### src/rtl/demux4_bus_router_pkg.sv
// Shared constants, state encoding and select decode for the 1-to-4 bus router.
package demux4_bus_router_pkg;

   localparam int ADDRESS_BUS_WIDTH = 16;
   localparam int DATA_BUS_WIDTH    = 32;

   typedef enum logic {
      DEMUX_IDLE = 1'b0,
      DEMUX_HOLD = 1'b1
   } demux_state_e;

   function automatic logic [3:0] sel_onehot(input logic [1:0] sel);
      return 4'b0001 << sel;
   endfunction

endpackage

### src/rtl/demux4_bus_router_hold_timer.sv
// Hold-cycle counter for demux4_bus_router: clears on load, counts unaccepted HOLD
// cycles and flags the cycle in which the LIMIT-th unaccepted cycle is reached.
module demux_hold_timer #(
   parameter int LIMIT = 255
) (
   input  logic clk,
   input  logic reset,
   input  logic clear,
   input  logic count_en,
   output logic expire
);

   localparam int CW = $clog2(LIMIT + 1);

   logic [CW-1:0] cnt_q;
   logic [CW-1:0] cnt_d;

   always_comb begin
      cnt_d = cnt_q;
      if (clear) begin
         cnt_d = '0;
      end else if (count_en && (cnt_q != CW'(LIMIT))) begin
         cnt_d = cnt_q + 1'b1;
      end
   end

   always_ff @(posedge clk or posedge reset) begin
      if (reset) begin
         cnt_q <= '0;
      end else begin
         cnt_q <= cnt_d;
      end
   end

   // A wait cycle with the counter already at LIMIT-1 is the LIMIT-th one.
   assign expire = count_en && (cnt_q == CW'(LIMIT - 1));

endmodule

### src/rtl/demux4_bus_router.sv
// Registered 1-to-4 bus distributor with a one-entry holding register.
// Optional hold timeout is enabled by defining DEMUX_TIMEOUT_EN.
module demux4_bus_router
   import demux4_bus_router_pkg::*;
#(
   parameter int WIDTH          = ADDRESS_BUS_WIDTH,
   parameter int TIMEOUT_CYCLES = 255
) (
   input  logic             clk,
   input  logic             reset,
   input  logic             in_valid,
   output logic             in_ready,
   input  logic [1:0]       in_select,
   input  logic [WIDTH-1:0] in_data,
   output logic [3:0]       out_valid,
   input  logic [3:0]       out_ready,
   output logic [WIDTH-1:0] out_data,
   output logic             timeout_err
);

   // Handshake rule: a transfer happens on a rising edge where valid and ready are
   // both high; ready may depend combinationally on the partner's ready, never on valid.

   demux_state_e     state_q, state_d;
   logic [WIDTH-1:0] data_q, data_d;
   logic [1:0]       sel_q, sel_d;
   logic             accept;
   logic             load;
   logic             drop;

   assign accept = (state_q == DEMUX_HOLD) && out_ready[sel_q];
   assign load   = in_valid && in_ready;

`ifdef DEMUX_TIMEOUT_EN
   logic expire;
   logic timeout_err_q;

   demux_hold_timer #(
      .LIMIT (TIMEOUT_CYCLES)
   ) u_hold_timer (
      .clk      (clk),
      .reset    (reset),
      .clear    (load),
      .count_en ((state_q == DEMUX_HOLD) && !accept),
      .expire   (expire)
   );

   assign drop = expire;

   always_ff @(posedge clk or posedge reset) begin
      if (reset) begin
         timeout_err_q <= 1'b0;
      end else begin
         timeout_err_q <= drop;
      end
   end

   assign timeout_err = timeout_err_q;
`else
   logic unused_timeout_cfg;
   assign unused_timeout_cfg = |TIMEOUT_CYCLES;
   assign drop        = 1'b0;
   assign timeout_err = 1'b0;
`endif

   always_comb begin
      state_d  = state_q;
      data_d   = data_q;
      sel_d    = sel_q;
      in_ready = 1'b0;
      case (state_q)
         DEMUX_IDLE: begin
            in_ready = 1'b1;
         end
         DEMUX_HOLD: begin
            // Refill in the same cycle the destination drains the register.
            in_ready = accept;
         end
         default: begin
            in_ready = 1'b0;
         end
      endcase
      if (load) begin
         state_d = DEMUX_HOLD;
         data_d  = in_data;
         sel_d   = in_select;
      end else if (accept || drop) begin
         state_d = DEMUX_IDLE;
      end
   end

   always_ff @(posedge clk or posedge reset) begin
      if (reset) begin
         state_q <= DEMUX_IDLE;
         data_q  <= '0;
         sel_q   <= 2'd0;
      end else begin
         state_q <= state_d;
         data_q  <= data_d;
         sel_q   <= sel_d;
      end
   end

   assign out_valid = (state_q == DEMUX_HOLD) ? sel_onehot(sel_q) : 4'b0000;
   assign out_data  = data_q;

endmodule

### config.mk
export PLATFORM = sky130hd
export DESIGN_NAME = demux4_bus_router
export DESIGN_NICKNAME = d
export VERILOG_FILES = /design/src/rtl/demux4_bus_router_pkg.sv /design/src/rtl/demux4_bus_router_hold_timer.sv /design/src/rtl/demux4_bus_router.sv
export SDC_FILE = /design/constraint.sdc
export NUM_CORES = 1
export LEC_CHECK = 0
export ABC_AREA = 1
export CORE_MARGIN = 3
export CORE_UTILIZATION = 37
export CTS_CLUSTER_DIAMETER = 30
export DETAILED_ROUTE_END_ITERATION = 10
export HOLD_SLACK_MARGIN = 0.03
export PLACE_DENSITY_LB_ADDON = 0.3
export REMOVE_ABC_BUFFERS = 1
export SYNTH_ARGS = -nofsm -noshare
export SYNTH_HDL_FRONTEND = slang
export SYNTH_SLANG_ARGS = --single-unit
### constraint.sdc
create_clock -name clk -period 1.5 [get_ports clk]
set_clock_uncertainty 0.05 [all_clocks]
set_input_delay 0.3 -clock clk [delete_from_list [all_inputs] [get_ports clk]]
set_output_delay 0.3 -clock clk [all_outputs]
set_load 0.005 [all_outputs]
==> results of run 1 <==
how the worst max path moves through the flow:
stage                          end          from  slack, ns
after global routing      in_ready      sel_q[0]      -0.19
after global placement    in_ready  out_ready[1]      -0.39
final                     in_ready      sel_q[0]      -0.11
after floorplan            state_q      sel_q[0]       0.12
after detailed placement  in_ready  out_ready[1]      -0.40
after CTS                 in_ready      sel_q[0]      -0.10
timing repair:
item                       in CTS  in global routing
hold buffers                    0                  0
pin swaps                       3                  5
setup endpoints to repair      38                 27
buffers inserted                7                  2
resized for setup              37                 11
sequential cells by signal, indices dropped and copies added, names as in the netlist:
register and flops:
state_q 1, out_data 16, sel_q 2
placed cells by master (no fill, tap or decap):
cell,instances
buf_2,4
nand2_2,2
nand3_2,1
nand2_1,43
nor3_1,1
dlygate4sd2_1,13
clkdlybuf4s50_1,24
clkbuf_1,1
buf_4,9
clkbuf_4,3
conb_1,1
inv_2,1
dlymetal6s2s_1,3
inv_1,3
dfrtp_2,1
nand2_8,1
buf_6,5
nor3_2,3
nand3_1,18
dfrtp_1,18
power by group:
| group | leakage [nW] | internal [mW] | switching, mW | total (mW) |
|---|---|---|---|---|
| logic | 0.531 | 0.713 | 0.646 | 1.36 |
| clock network | 0.0150 | 0.103 | 0.148 | 0.251 |
| registers | 0.231 | 0.763 | 0.146 | 0.908 |
per-layer routing:
metal | vias to the layer above | track usage, % | routed length (um) | part of all wire (%)
met5 | - | 0 | 0 | 0
met4 | 0 | 5.11 | 8 | 0.35
met3 | 2 | 4.23 | 142 | 6.3
met2 | 28 | 33.3 | 1180 | 52
met1 | 405 | 19.6 | 932 | 41
li1 | 422 | - | - | -
layout make-up:
class / instances / area (sq um) / area share (%)
inverters: 4 / 15.0 / 1.06
multi-input cells: 70 / 333 / 23.4
clock buffers: 4 / 26.3 / 1.85
well taps: 27 / 33.8 / 2.38
repair buffers: 58 / 536 / 37.7
flip-flops and latches: 19 / 477 / 33.6
tightest hold or removal path, stage by stage:
cell,delay [ns]
clkdlybuf4s50_1,0.40
inv_1,0.06
buf_4,0.25
logic make-up after synthesis:
logic type | after synthesis | share of synthesized area [%]
flops | 19 | 57.1
other cells | 1 | 0.451
buf+inv | 10 | 6.31
simple gates | 69 | 36.1
stage by stage:
step	area, sq um	setup WS (ns)	TNS (ns)	utilization (%)	power [mW]
floorplan	795	0.120	0	-	1.39
global placement	1310	-0.389	-5.37	64.1	2.13
detailed placement	1310	-0.396	-5.73	64.1	2.17
CTS	1360	-0.103	-0.443	66.7	2.40
global route	1420	-0.187	-1.52	69.5	2.72
finish	1420	-0.113	-0.230	69.5	2.52
==> impl_metrics.py, run 1 <==
metrics = {
    "outcome": {
        "status": "complete, but fails checks",
        "violations": "setup timing",
    },
    "sta": {
        "setup_viol_count_final": 3,
        "grt_setup_unrepaired": "yes",
        "timing.final.crit_share_pct": 108,
        "maxSlewViolCount": 0,
        "worst_slack_ns": -0.113,
        "fmax_mhz": 620,
        "holdWs_ns": 0.292,
        "finalHoldViolCount": 0,
        "min_period_ns": 1.61,
    },
    "final_layout": {
        "area.growth.synth_to_final_pct": 70.7,
        "fill_cells": 181,
        "drive_above_1_share_pct": 19.4,
        "diodes": 0,
        "instances_no_fill": 182,
        "fin_nets": 181,
    },
    "detailed_routing": {
        "post_drt_wl_per_cell_um": 12.4,
        "drt-initial-drc-count": 9,
        "first_pass_iters": 4,
        "postRouteAntennaNets": 0,
        "drc_errors": 0,
        "viasPerCell": 4.71,
        "dr_total_vias": 857,
        "routed_wl_mm": 2.27,
    },
    "hold_path": {
        "hold_path.class": "input port to asynchronous set/reset pin",
    },
    "worst_setup_path": {
        "crit_buf_inv": 2,
        "reg2regPathDepth": 9,
        "crit_cells": 6,
        "r2r-end": "out_data[7]",
        "end_kind": "output port",
        "critPathRequiredTime_ns": 1.15,
        "cp_max_fo": 4,
        "slowest_delay_ns": 0.45,
        "cp.arrival_ns": 1.26,
        "path_cells": "buf_6 > nand2_2 > nand2_1 > nand2_1 > nand3_2 > buf_6",
        "worstReg2RegStart": "sel_q[0]",
        "critPathKind": "register to output port",
        "r2r_slack_ns": 0.01,
        "cp_slowest_cell": "dfrtp_2",
        "critical_path.startpoint_type": "register",
        "crit_family": "flip-flops",
    },
    "placed_design": {
        "post-place-cells": 169,
        "dp_hpwl_mm": 1.65,
        "portBuffers": 45,
        "gp_congestion": 0.702,
    },
    "clock_tree": {
        "cts_sinks": 19,
        "clk_pin_slew_ns": 0.10,
        "clk_path_buf_depth": 2,
        "cts_tree": "built",
        "ctsHtreeMaxLevel": 1,
        "root_buffer": "clkbuf_4",
        "clock_latency_ns": 0.28,
        "numCtsBuffers": 3,
    },
    "synthesis": {
        "synth_commonest_cells": "nand2_1, dfrtp_1, nand3_1, nor3_1",
        "synth.largest_area_cell": "dfrtp_1",
        "yosysSeqAreaShare_pct": 57.1,
        "syn_inst": 99,
        "synthMostInstantiatedCell": "nand2_1",
        "synth_top_area_share_pct": 57.1,
        "synth_seq_cells": 19,
        "synth_warnings": 0,
        "avgSynthCellArea_sq_um": 8.40,
        "synthTopCellsByArea": "dfrtp_1, nand2_1, nand3_1",
        "synth.distinct_cells": 13,
        "syn_area_sq_um": 832,
        "async_reset_ff_share_pct": 100,
        "ys.flop_type": "dfrtp_1",
        "synth_edf_count": 0,
    },
    "floorplan": {
        "die_h_um": 53.4,
        "core_area_sq_um": 2040,
        "die_area_sq_um": 2850,
        "die-width_um": 53.4,
        "ios": 47,
        "rows": 16,
        "start_util_pct": 40.7,
    },
    "power_and_ir_drop": {
        "p_leak_nw": 0.777,
        "ir_drop_mv": 0.971,
        "power.density_nw_per_um2": 1770,
    },
    "grt": {
        "gr-total-overflow": 0,
        "grt_pass1_vias": 863,
        "grt_pass1_wl_mm": 3.67,
        "antenna_found_initial": 0,
        "grt_max_degree": 21,
        "grt_usage_pct": 17.8,
    },
    "run": {
        "maxCapViolCount": 0,
    },
}
Note: power is estimated with default switching activity, not from simulation.
==> inputs of run 2 (changes only) <==
--- a/config.mk
+++ b/config.mk
@@ -10,6 +10,7 @@
 export CORE_UTILIZATION = 37
 export CTS_CLUSTER_DIAMETER = 30
 export DETAILED_ROUTE_END_ITERATION = 10
+export GPL_ROUTABILITY_DRIVEN = 0
 export HOLD_SLACK_MARGIN = 0.03
 export PLACE_DENSITY_LB_ADDON = 0.3
 export REMOVE_ABC_BUFFERS = 1
==> constraint.sdc (replaced) <==
create_clock -name clk -period 1.5 [get_ports clk]
set_clock_uncertainty 0.05 [all_clocks]
set_input_delay 0.3 -clock clk [delete_from_list [all_inputs] [get_ports clk]]
set_output_delay 0.3 -clock clk [all_outputs]
set_load 0.1 [all_outputs]
==> run 2 against run 1 <==
The run still ends with setup timing left. Utilization rose by 16 points. First-iteration DRC count fell by 11%. Count of clock-buffer cells in the layout fell by 1. Sequential cell count did not move. Critical endpoint unchanged.
==> impl_metrics.py, run 2 (synthesis results as in run 1) <==
metrics = {
    "sta": {
        "min_period_ns": 1.71,
        "timing.final.crit_share_pct": 114,
        "worstMarginPinSlew_ns": 0.628,
        "max_slew_margin_pct": 58.0,
        "worst_slack_ns": -0.213,
        "maxSlewViolCount": 0,
        "fin_tns_setup_ns": -1.57,
        "holdWs_ns": 0.284,
        "finalHoldViolCount": 0,
        "grt_setup_unrepaired": "yes",
        "setup_viol_count_final": 22,
        "fmax_mhz": 584,
    },
    "worst_setup_path": {
        "cp_max_fo": 6,
        "worstReg2RegStart": "sel_q[0]",
        "critPathKind": "register to output port",
        "startpoint": "sel_q[0]",
        "cp.arrival_ns": 1.36,
        "cp_slowest_cell": "dfrtp_2",
        "critical_path.startpoint_type": "register",
        "critPathRequiredTime_ns": 1.15,
        "end_kind": "output port",
        "crit_end": "in_ready",
        "slowest_delay_ns": 0.49,
        "path_cells": "inv_4 > nand2_2 > nand2_2 > nand2_2 > nand3_4 > buf_12",
        "cp_common_cell": "nand2_2",
        "r2r_slack_ns": -0.09,
        "r2r-end": "out_data[14]",
        "reg2regPathDepth": 9,
    },
    "clock_tree": {
        "cts_tree": "built",
        "root_buffer": "clkbuf_4",
        "clk_path_buf_depth": 2,
        "clock_latency_ns": 0.30,
        "clk_pin_slew_ns": 0.12,
        "ctsHtreeMaxLevel": 1,
        "numCtsBuffers": 3,
        "cts_sinks": 19,
        "hold_buffers": 0,
    },
    "final_layout": {
        "area.growth.synth_to_final_pct": 110,
        "largest_reg_flops": 16,
        "diodes": 0,
        "final_common_cell": "nand2_1",
        "layout_common_cells": "nand2_1, clkdlybuf4s50_1, buf_12, dfrtp_1, nand3_1",
        "fill_cells": 113,
        "multi_input_area_sq_um": 423,
        "drive_above_1_share_pct": 40.0,
        "register_area_sq_um": 478,
        "instances_no_fill": 182,
        "fin_nets": 181,
    },
    "floorplan": {
        "rows": 16,
        "die-width_um": 53.4,
        "die_h_um": 53.4,
        "ios": 47,
        "start_util_pct": 40.7,
        "die_area_sq_um": 2850,
        "core_area_sq_um": 2040,
    },
    "detailed_routing": {
        "drt-initial-drc-count": 8,
        "drc_errors": 0,
        "post_drt_wl_per_cell_um": 16.6,
        "routed_wl_mm": 3.02,
        "viasPerCell": 4.91,
        "first_pass_iters": 4,
        "dr_total_vias": 894,
        "postRouteAntennaNets": 0,
    },
    "hold_path": {
        "hold_path.class": "input port to asynchronous set/reset pin",
    },
    "grt": {
        "grt_pass1_wl_mm": 4.06,
        "grt_max_degree": 20,
        "antenna_found_initial": 0,
        "gr-total-overflow": 0,
        "grt_pass1_vias": 918,
        "grt_usage_pct": 20.0,
    },
    "outcome": {
        "status": "complete, but fails checks",
        "violations": "setup timing",
    },
    "run": {
        "maxCapViolCount": 0,
    },
    "placed_design": {
        "dp_hpwl_mm": 1.77,
        "portBuffers": 45,
        "post-place-cells": 171,
    },
}
run 2: area by class of cell:
type / count / share of cell area (%)
clock inverter: 1 / 0.286
sequential: 19 / 27.3
clock buffer: 3 / 1.29
tap: 27 / 1.93
multi-input combinational: 72 / 24.2
timing repair buffer: 56 / 44.0
inverter: 4 / 1.00
run 2: what timing repair did:
| item | in CTS | in global routing |
|---|---|---|
| gates cloned | 0 | 2 |
| gates resized for setup | 7 | 26 |
| setup endpoints to repair | 5 | 24 |
| pin swaps | 1 | 4 |
| buffers inserted | 3 | 2 |
run 2: worst min path at each step:
stage                            from          end  slack (ns)  depth (start not counted)
after floorplan                 reset  out_data[0]        0.20                          1
after global placement    out_data[1]  out_data[1]        0.47                          2
after detailed placement  out_data[8]  out_data[8]        0.48                          2
after CTS                       reset  out_data[8]        0.26                          3
after global routing            reset  out_data[8]        0.31                          3
final                           reset  out_data[1]        0.28                          3
run 2: critical path, delay by kind of cell, from the launching register on:
family | cells | cell delay [ns]
buffers and inverters | 2 | 0.29
AND/OR/NAND/NOR | 4 | 0.28
flip-flops | 1 | 0.49
run 2: metal layers:
metal	GRT usage (%)	up-vias	routed length, um
met3	4.23	9	192
met2	35.9	42	1720
li1	-	428	-
met5	0	-	0
met4	8.94	0	70
met1	22.3	415	1040
run 2: through the flow:
step / area (sq um) / setup WS [ns] / utilization [%]
2_1_floorplan: 795 / -1.39 / -
3_3_place_gp: 1530 / -0.193 / 75.1
3_5_place_dp: 1530 / -0.194 / 75.1
4_1_cts: 1620 / -0.186 / 79.1
5_1_grt: 1750 / -0.285 / 85.7
6_report: 1750 / -0.213 / 85.7
Power of run 2 is not shown: default switching activity piles up to over one toggle a cycle in this logic, so the estimate is an artifact.
==> inputs of run 3 (changes only) <==
--- a/config.mk
+++ b/config.mk
@@ -7,7 +7,7 @@
 export LEC_CHECK = 0
 export ABC_AREA = 1
 export CORE_MARGIN = 3
-export CORE_UTILIZATION = 37
+export CORE_UTILIZATION = 29
 export CTS_CLUSTER_DIAMETER = 30
 export DETAILED_ROUTE_END_ITERATION = 10
 export GPL_ROUTABILITY_DRIVEN = 0
==> run 3 against run 2 <==
The run still ends with setup timing left. Register-to-register slack improved by 0.15 ns. First-iteration DRC count rose by 75%. Count of clock-buffer cells in the layout unchanged. Final cell count unchanged. Sequential cell count stayed put. Via count fell by 7.4%. Final area shrank 5.5%. Critical path type unchanged. Critical endpoint is now out_valid[0]. Highest routed layer unchanged.
==> impl_metrics.py, run 3 (synthesis results as in run 1) <==
metrics = {
    "worst_setup_path": {
        "reg2regPathDepth": 9,
        "r2r-end": "out_data[10]",
        "cp_slowest_cell": "dfrtp_2",
        "worstReg2RegStart": "sel_q[0]",
        "cp_max_fo": 5,
        "crit_buf_inv": 1,
        "end_kind": "output port",
        "critPathRequiredTime_ns": 1.15,
        "cp.arrival_ns": 1.33,
        "critical_path.startpoint_type": "register",
        "r2r_slack_ns": 0.06,
        "slowest_delay_ns": 0.47,
        "startpoint": "sel_q[0]",
        "crit_family": "flip-flops",
        "path_cells": "nor3_1 > buf_12",
        "critPathKind": "register to output port",
    },
    "final_layout": {
        "drive_above_1_share_pct": 30.9,
        "diodes": 0,
        "area.growth.synth_to_final_pct": 98.8,
        "largest_reg_flops": 16,
        "final_util_pct": 63.9,
        "layout_common_cells": "nand2_1, clkdlybuf4s50_1, buf_12, nand3_1, dfrtp_1",
        "fin_nets": 178,
        "final_common_cell": "nand2_1",
        "fill_cells": 217,
    },
    "detailed_routing": {
        "first_pass_iters": 4,
        "drc_errors": 0,
        "postRouteAntennaNets": 0,
        "drt-initial-drc-count": 14,
        "viasPerCell": 4.55,
        "dr_total_vias": 828,
        "post_drt_wl_per_cell_um": 12.8,
        "routed_wl_mm": 2.32,
    },
    "grt": {
        "gr-total-overflow": 0,
        "grt_max_degree": 20,
        "grt_pass1_vias": 851,
        "grt_pass1_wl_mm": 3.65,
        "grt_usage_pct": 13.9,
        "antenna_found_initial": 0,
    },
    "hold_path": {
        "hold_path.class": "input port to asynchronous set/reset pin",
    },
    "sta": {
        "min_period_ns": 1.68,
        "fmax_mhz": 594,
        "setup_viol_count_final": 5,
        "finalHoldViolCount": 0,
        "timing.final.crit_share_pct": 112,
        "worst_slack_ns": -0.183,
        "maxSlewViolCount": 0,
        "grt_setup_unrepaired": "yes",
    },
    "floorplan": {
        "start_util_pct": 32.1,
        "ios": 47,
        "die_h_um": 59.6,
        "rows": 18,
        "die-width_um": 59.6,
        "core_area_sq_um": 2590,
        "die_area_sq_um": 3550,
    },
    "run": {
        "maxCapViolCount": 0,
    },
    "placed_design": {
        "dp_hpwl_mm": 1.76,
        "portBuffers": 45,
    },
    "clock_tree": {
        "clk_path_buf_depth": 2,
        "clk_pin_slew_ns": 0.11,
        "numCtsBuffers": 3,
        "clock_latency_ns": 0.29,
        "root_buffer": "clkbuf_4",
        "cts_tree": "built",
        "cts_sinks": 19,
        "ctsHtreeMaxLevel": 1,
    },
    "outcome": {
        "status": "complete, but fails checks",
        "violations": "setup timing",
    },
}
run 3: cell types whose count changed in the layout (fill, tap and decap cells not counted), moves of 2 or more:
cell,delta
nand2_1,+9
nand2_2,-9
buf_6,+2
buf_8,-2
nand2_8,-2
nand3_1,+2
nand3_2,-2
nor3_2,-2
run 3: per-stage QoR:
step / setup slack [ns] / TNS, ns / hold slack (ns) / instance area, sq um / std cells
after floorplan: -1.39 / -14.40 / 0.201 / 795 / 93
after global placement: -0.167 / -2.03 / 0.468 / 1530 / 173
after detailed placement: -0.186 / -2.55 / 0.473 / 1530 / 173
after CTS: -0.183 / -0.813 / 0.259 / 1620 / 181
after global routing: -0.262 / -1.77 / 0.268 / 1650 / 182
final: -0.183 / -0.719 / 0.257 / 1650 / 182
run 3: what timing repair did:
item                                    CTS  global route
pin swaps                                 3             4
hold endpoints to repair                  0             0
gates resized for setup                   8             7
endpoints found under the setup margin    5            24
setup buffers                             4             1
hold buffers                              0             0
run 3: how the worst max path moves through the flow:
stage | slack, ns | depth (start not counted) | to
3_3_place_gp | -0.17 | 6 | in_ready
4_1_cts | -0.18 | 3 | out_valid[1]
6_report | -0.18 | 2 | out_valid[0]
2_1_floorplan | -1.39 | 2 | out_valid[3]
3_5_place_dp | -0.19 | 6 | in_ready
5_1_grt | -0.26 | 6 | in_ready
run 3: layout make-up:
class	instances	area (sq um)	area share, %
multi-input combinational	70	352	21.3
clock buffer	3	22.5	1.36
tap	30	37.5	2.27
clock inverter	1	5.00	0.303
timing repair buffer	55	743	44.9
inverter	4	17.5	1.06
sequential	19	477	28.8
run 3: layer usage:
layer / vias to the layer above / share of wire, % / GRT usage [%]
met5: - / 0 / 0
met4: 0 / 1.5 / 6.96
met3: 4 / 11 / 5.01
met2: 35 / 52 / 24.3
met1: 374 / 36 / 14.6
li1: 415 / - / -
run 3: tightest hold or removal path, cell delays in order:
cell and delay, ns:
clkdlybuf4s50_1 0.39, inv_1 0.05, buf_4 0.25
Power of run 3 is left out for the same reason.
